### src/rtl/three_ones_pattern_tx_if.sv
// Parallel request / serial stimulus bundle between the harness and the
// three-ones pattern transmitter.
interface three_ones_pattern_tx_if #(
  parameter int WIDTH = 16,
  parameter int LEN_W = 5,
  parameter int CNT_W = 5
);
  logic             start;
  logic [WIDTH-1:0] pattern;
  logic [LEN_W-1:0] len;
  logic             x;
  logic             x_valid;
  logic             busy;
  logic             done;
  logic             z_exp;
  logic [CNT_W-1:0] hit_cnt;

  modport master (
    output start, pattern, len,
    input  x, x_valid, busy, done, z_exp, hit_cnt
  );

  modport slave (
    input  start, pattern, len,
    output x, x_valid, busy, done, z_exp, hit_cnt
  );
endinterface

### src/rtl/three_ones_pattern_tx.sv
// Shifts a pattern out MSB-first on x and predicts the overlapping Mealy
// three-consecutive-1s detector output (z_exp) plus a per-frame hit count.
module three_ones_pattern_tx #(
  parameter int WIDTH = 16,
  parameter int LEN_W = 5,
  parameter int CNT_W = 5
) (
  input  logic                   clk,
  input  logic                   rst,
  three_ones_pattern_tx_if.slave bus
);

  typedef enum logic [1:0] {IDLE, SHIFT, DONE} state_t;
  typedef enum logic [1:0] {D0, D1, D2} model_t;

  state_t           state, state_nxt;
  model_t           model, model_nxt;
  logic [WIDTH-1:0] sreg, sreg_nxt;
  logic [LEN_W-1:0] cnt, cnt_nxt;
  logic [CNT_W-1:0] hit, hit_nxt;
  logic [LEN_W-1:0] len_c;
  logic             x_bit;
  logic             z_bit;

  always_ff @(posedge clk or negedge rst) begin
    if (!rst) begin
      state <= IDLE;
      model <= D0;
      sreg  <= '0;
      cnt   <= '0;
      hit   <= '0;
    end else begin
      state <= state_nxt;
      model <= model_nxt;
      sreg  <= sreg_nxt;
      cnt   <= cnt_nxt;
      hit   <= hit_nxt;
    end
  end

  always_comb begin
    len_c       = (bus.len > LEN_W'(WIDTH)) ? LEN_W'(WIDTH) : bus.len;
    x_bit       = (state == SHIFT) && sreg[WIDTH-1];
    z_bit       = x_bit && (model == D2);

    state_nxt   = state;
    model_nxt   = model;
    sreg_nxt    = sreg;
    cnt_nxt     = cnt;
    hit_nxt     = hit;

    bus.x       = x_bit;
    bus.x_valid = (state == SHIFT);
    bus.busy    = (state != IDLE);
    bus.done    = (state == DONE);
    bus.z_exp   = z_bit;
    bus.hit_cnt = hit;

    case (state)
      IDLE: begin
        if (bus.start) begin
          hit_nxt = '0;
          if (len_c != '0) begin
            sreg_nxt  = bus.pattern;
            cnt_nxt   = len_c;
            model_nxt = D0;
            state_nxt = SHIFT;
          end else begin
            state_nxt = DONE;
          end
        end
      end
      SHIFT: begin
        sreg_nxt = {sreg[WIDTH-2:0], 1'b0};
        cnt_nxt  = cnt - LEN_W'(1);
        if (x_bit) begin
          model_nxt = (model == D0) ? D1 : D2;
        end else begin
          model_nxt = D0;
        end
        if (z_bit && (hit != '1)) begin
          hit_nxt = hit + CNT_W'(1);
        end
        if (cnt == LEN_W'(1)) begin
          state_nxt = DONE;
        end
      end
      DONE: begin
        // Frames are independent: no trailing-1 history carries over.
        model_nxt = D0;
        state_nxt = IDLE;
      end
      default: begin
        state_nxt = IDLE;
      end
    endcase
  end

endmodule

### src/flat_wrapper.sv
// flat-port wrapper written by rule: the top's interface ports become plain ports
module three_ones_pattern_tx_flat 
#(
  parameter int WIDTH = 16,
  parameter int LEN_W = 5,
  parameter int CNT_W = 5
)
  (clk, rst, bus_start, bus_pattern, bus_len, bus_x, bus_x_valid, bus_busy, bus_done, bus_z_exp, bus_hit_cnt);
  three_ones_pattern_tx_if #(.WIDTH(WIDTH), .LEN_W(LEN_W), .CNT_W(CNT_W)) bus_i ();
  input  logic clk;
  input  logic rst;
  input wire logic [$bits(bus_i.start)-1:0] bus_start;
  input wire logic [$bits(bus_i.pattern)-1:0] bus_pattern;
  input wire logic [$bits(bus_i.len)-1:0] bus_len;
  output wire logic [$bits(bus_i.x)-1:0] bus_x;
  output wire logic [$bits(bus_i.x_valid)-1:0] bus_x_valid;
  output wire logic [$bits(bus_i.busy)-1:0] bus_busy;
  output wire logic [$bits(bus_i.done)-1:0] bus_done;
  output wire logic [$bits(bus_i.z_exp)-1:0] bus_z_exp;
  output wire logic [$bits(bus_i.hit_cnt)-1:0] bus_hit_cnt;
  assign bus_i.start = bus_start;
  assign bus_i.pattern = bus_pattern;
  assign bus_i.len = bus_len;
  assign bus_x = bus_i.x;
  assign bus_x_valid = bus_i.x_valid;
  assign bus_busy = bus_i.busy;
  assign bus_done = bus_i.done;
  assign bus_z_exp = bus_i.z_exp;
  assign bus_hit_cnt = bus_i.hit_cnt;
  three_ones_pattern_tx #(.WIDTH(WIDTH), .LEN_W(LEN_W), .CNT_W(CNT_W)) u_core (.clk(clk), .rst(rst), .bus(bus_i));
endmodule
### config.mk
export PLATFORM = sky130hd
export DESIGN_NAME = three_ones_pattern_tx_flat
export DESIGN_NICKNAME = d
export VERILOG_FILES = /design/src/rtl/three_ones_pattern_tx_if.sv /design/src/rtl/three_ones_pattern_tx.sv /design/src/flat_wrapper.sv
export SDC_FILE = /design/constraint.sdc
export NUM_CORES = 1
export LEC_CHECK = 0
export BUFFER_PORTS_ARGS = -buffer_cell sky130_fd_sc_hd__buf_2
export CORE_MARGIN = 3
export CORE_UTILIZATION = 30
export CTS_CLUSTER_DIAMETER = 150
export CTS_CLUSTER_SIZE = 28
export DETAILED_ROUTE_END_ITERATION = 7
export SYNTH_ARGS = -nofsm -noshare
export SYNTH_HDL_FRONTEND = slang
export SYNTH_SLANG_ARGS = --single-unit
export TNS_END_PERCENT = 10
### constraint.sdc
create_clock -name clk -period 3.4 [get_ports clk]
set_input_delay 0.68 -clock clk [delete_from_list [all_inputs] [get_ports clk]]
set_output_delay 0.68 -clock clk [all_outputs]
set_load 0.05 [all_outputs]
; Word level (Yosys, flattened, before mapping)
; Index checks and enable logic that the tools add are counted.
[totals]
regBits = 30
inputBits = 24
wordCells = 49
[op_classes]
addsub = 2
order_cmp = 1
eq_ne = 9
muxes = 19
reduce_logical = 13
[ops]
columns = operator, count
row1 = 16-bit two-way mux, 2
row2 = 16-bit one-hot mux with 2 select lines, 1
row3 = 5-bit two-way mux, 5
row4 = 5-bit one-hot mux with 2 select lines, 2
row5 = 2-bit two-way mux, 7
row6 = 3-bit AND reduction, 3
row7 = "2-bit by 1-bit inequality test with 1-bit output, second input constant", 3
row8 = 2-bit one-hot mux with 3 select lines, 1
row9 = "5-bit by 1-bit adder with 5-bit output, second input constant", 1
row10 = "5-bit by 1-bit equality test with 1-bit output, second input constant", 1
row11 = "5-bit greater-than comparator, second input constant", 1
row12 = "5-bit inequality test, second input constant", 1
row13 = 5-bit nonzero test, 1
row14 = "5-bit by 1-bit subtractor with 5-bit output, second input constant", 1
row15 = "2-bit equality test, second input constant", 2
row16 = 2-bit logical NOT, 2
row17 = 2-bit one-hot mux with 2 select lines, 1
row18 = 2-bit nonzero test, 2
row19 = 1-bit logical AND, 3
row20 = 3-bit nonzero test, 1
row21 = "2-bit by 1-bit equality test with 1-bit output, second input constant", 1
row22 = "2-bit inequality test, second input constant", 1
row23 = 2-bit AND reduction, 1

; Depth between registers and ports, before layout
[depth]
ltp_word = 6
mapped_depth = 7
ltp_nobuf = 6

; Least setup slack after synthesis
; No wires, ideal clock.
[synth_timing]
path_type = register to register
startpoint = reg u_core.hit[0], in the netlist u_core.bus.hit_cnt[0]
endpoint = reg u_core.hit[3], in the netlist u_core.bus.hit_cnt[3]
arrival_ns = 2.093
required_ns = 3.323
path_slack_ns = 1.230
stages_incl_launch_ff = 7
synth_period_minus_slack_ns = 2.170
cell_sequence = dfrtp_1 -> ha_1 -> and3_1 -> ha_1 -> or3_4 -> or3_1 -> a21oi_1
[synth_via]
elab_chain_len = 4
[synth_lines]
columns = element, line
row1 = "start, declared", three_ones_pattern_tx.sv:20  ; logic [CNT_W-1:0] hit, hit_nxt;
row2 = "start signal, assigned", three_ones_pattern_tx.sv:37  ; hit <= hit_nxt;
row3 = branches (longest 4 deep; another with 5-bit by 1-bit adder with 5-bit output), n/a
; Parallel ways; which one is timed is not known. The select of a mux whose other input is x is not followed.
; A chain may end at the register's enable or synchronous reset.

; Worst setup path in the final report
[layout_timing]
startpoint = reg u_core.state[0]
endpoint = out bus_x_valid
[layout_via]
elab_chain_len = 1
[layout_lines]
columns = element, line
row1 = "start, declared", three_ones_pattern_tx.sv:16  ; state_t state, state_nxt;
row2 = "start signal, assigned", three_ones_pattern_tx.sv:33  ; state <= state_nxt;
row3 = 2-bit by 1-bit equality test with 1-bit output, three_ones_pattern_tx.sv:53  ; bus.x_valid = (state == SHIFT);
row4 = "end, declared", flat_wrapper.sv:16  ; output wire logic [$bits(bus_i.x_valid)-1:0] bus_x_valid;
; Every way passes these cells.

==> impl_metrics.toml <==
[die]
ioPinCount = 34
core_area_mm2 = 0.00488
rows = 25
start_util_pct = 32.0
die-area_mm2 = 0.00610
die_w_um = 78.1
die_h_um = 78.1

[cells_and_area]
fillers = 538
fin_util_pct = 38.5
multi_input_area_um2 = 742
syn2layout_area_growth_pct = 20.4
final_area_mm2 = 0.00188
final_cell_mix = "nand2_1 (41), buf_2 (33), dfrtp_1 (30)"
drive_gt1_share_pct = 21.3
regArea_um2 = 751
n_antenna_cell = 0
mostFrequentLayoutCell = "nand2_1"
final_nets = 243

[yosys]
ys_seq_elements = 30
synth_area_mm2 = 0.00156
ys_warn_count = 0
synth_compound_area_share_pct = 16.8
synth_cell_types = 34
syn_nets = 209
synth-adder-area-share_pct = 3.21
yosys_most_used_dff = "dfrtp_1"
synthArstFlopShare_pct = 100
synthMuxAreaShare_pct = 1.28
yosysSeqAreaShare_pct = 48.1
synthXorXnorAreaFrac_pct = 0
synth_edf_count = 0
synth_area_per_cell_um2 = 8.62
synth_top_family_by_area = "simple AND/OR/NAND/NOR gates"
synthCells = 181
synth_simple_gate_area_share_pct = 26.2

[clock_tree]
postCtsHoldBufs = 0
ctsResizeCount = 0
htree_levels = 2
cts_buffers = 5
clk_latency_ns = 0.28
cts.sinks = 30
clock_path_buffers = 2
root_buffer = "clkbuf_8"
cts_tree = "done"
cts.clk_slew.worst_paths_ns = 0.07
postCtsSetupRepairBufs = 0

[global_routing]
grt_pass1_wl_um = 6100
grt_pass1_vias = 1312
antenna_found_initial = 0
grt_usage_pct = 12.5
grt_max_degree = 38
grt_overflow = 0

[drt]
vias_per_cell = 4.89
drt_first_iter_violations = 70
vias = 1385
routed_wl_um = 3470
antenna_left = 0
dr.pass1.iters = 4
wl_per_cell_um = 12.3
drc = 0

[sta]
period_share_pct = 64.9
max_freq_ghz = 0.453
fin_tns_setup_ns = 0
maxSlewViolCount = 0
slew_headroom_pct = 55.1
setup_viol = 0
period_minus_slack_ns = 2.21
final.setup_skew_ns = 0.00781
finalHoldViolations = 0
tightest_slew_ns = 0.673
rsz0062_at_grt = "false"

[worst_hold_path]
min_path_type = "input port to async pin"

[placement]
gp_congestion = 0.771
placed_cell_area_mm2 = 0.00179
port_buffers = 33
place_hpwl_um = 2480

[critical_path]
crit_arrival_ns = 1.53
worst-setup-path-type = "flop to primary output"
startpoint_type = "flop"
critPathCaptureType = "primary output"
critPathMaxFanout = 13
r2r_cells = 6
required_ns = 2.72

[run_status]
status = "completed"

[job]
cap_violations = 0

[power_and_ir_drop]
finalPower_mw = 1.69
p_leak_nw = 0.898
power_density_mw_per_mm2 = 901
vdd_drop_max_mv = 0.377
flip-flops by register name, summed over array words and instances, names as in the netlist:
name / count
u_core.bus.hit_cnt: 5
u_core.cnt: 5
u_core.model: 2
u_core.sreg: 16
u_core.state: 2
synthesized netlist by cell type (2+ instances only):
library cell   n  area share [%]
a21oi_1        5             1.6
a31oi_1       18             7.2
a32o_1         2             1.3
buf_2          6             1.9
dfrtp_1       30              48
ha_1           4             3.2
inv_1          6             1.4
mux2i_1        2             1.3
nand2_1       41             9.9
nand2b_1       3             1.2
nand3_1        6             1.9
nand3b_1       2            0.96
nor2_1        25             6.0
nor2b_1        3             1.2
nor3_1         4             1.3
o21ai_0        4             1.3
or3_1          3             1.2
routing by layer:
metal  part of all wire, %  global-route usage, %  up-vias
met3                   5.7                   3.56        6
met5                     0                      0        -
met4                   1.6                   5.59        0
li1                      -                      -      691
met2                    44                   19.2       45
met1                    49                   16.3      643
logic make-up after synthesis:
group           after synthesis
compound gates               38
fa+ha+maj                     4
buf+inv                      15
flops                        30
mux                           2
simple gates                 92
final timing paths:
kind | slack, ns | end | from
min in group clk | 0.53 | u_core.sreg[0] | u_core.sreg[0]
setup reg to reg | 1.41 | u_core.bus.hit_cnt[3] | u_core.bus.hit_cnt[0]
hold reg to reg | 0.53 | u_core.sreg[0] | u_core.sreg[0]
setup / recovery | 1.19 | bus_x_valid | u_core.state[0]
max in group asynchronous | 2.53 | u_core.cnt[2] | rst
hold / removal | 0.43 | u_core.sreg[15] | rst
power breakdown:
group / internal (mW) / leakage [nW] / total, mW / switching (mW)
sequential: 0.517 / 0.369 / 0.646 / 0.129
clock: 0.163 / 0.0482 / 0.293 / 0.130
combinational: 0.275 / 0.480 / 0.753 / 0.478
per-stage QoR:
stage	instances	hold WS [ns]	setup WS (ns)
6_report	283	0.432	1.19
5_1_grt	283	0.482	1.05
4_1_cts	283	0.452	1.18
3_5_place_dp	275	0.513	1.42
3_3_place_gp	275	0.521	1.47
2_1_floorplan	181	0.384	1.23
layout make-up:
type                    count  area share (%)
multi-input cells         136            39.5
repair buffers             36            9.99
flip-flops and latches     30            40.0
well taps                  67            4.46
clock inverters             1           0.266
inverters                   6            1.20
clock buffers               7            4.60
critical path, cell delays in order (launching register included):
cell,delay (ns)
dfrtp_1,0.56
nand2b_1,0.27
inv_1,0.14
buf_2,0.27
Note: power is estimated with default switching activity, not from simulation.
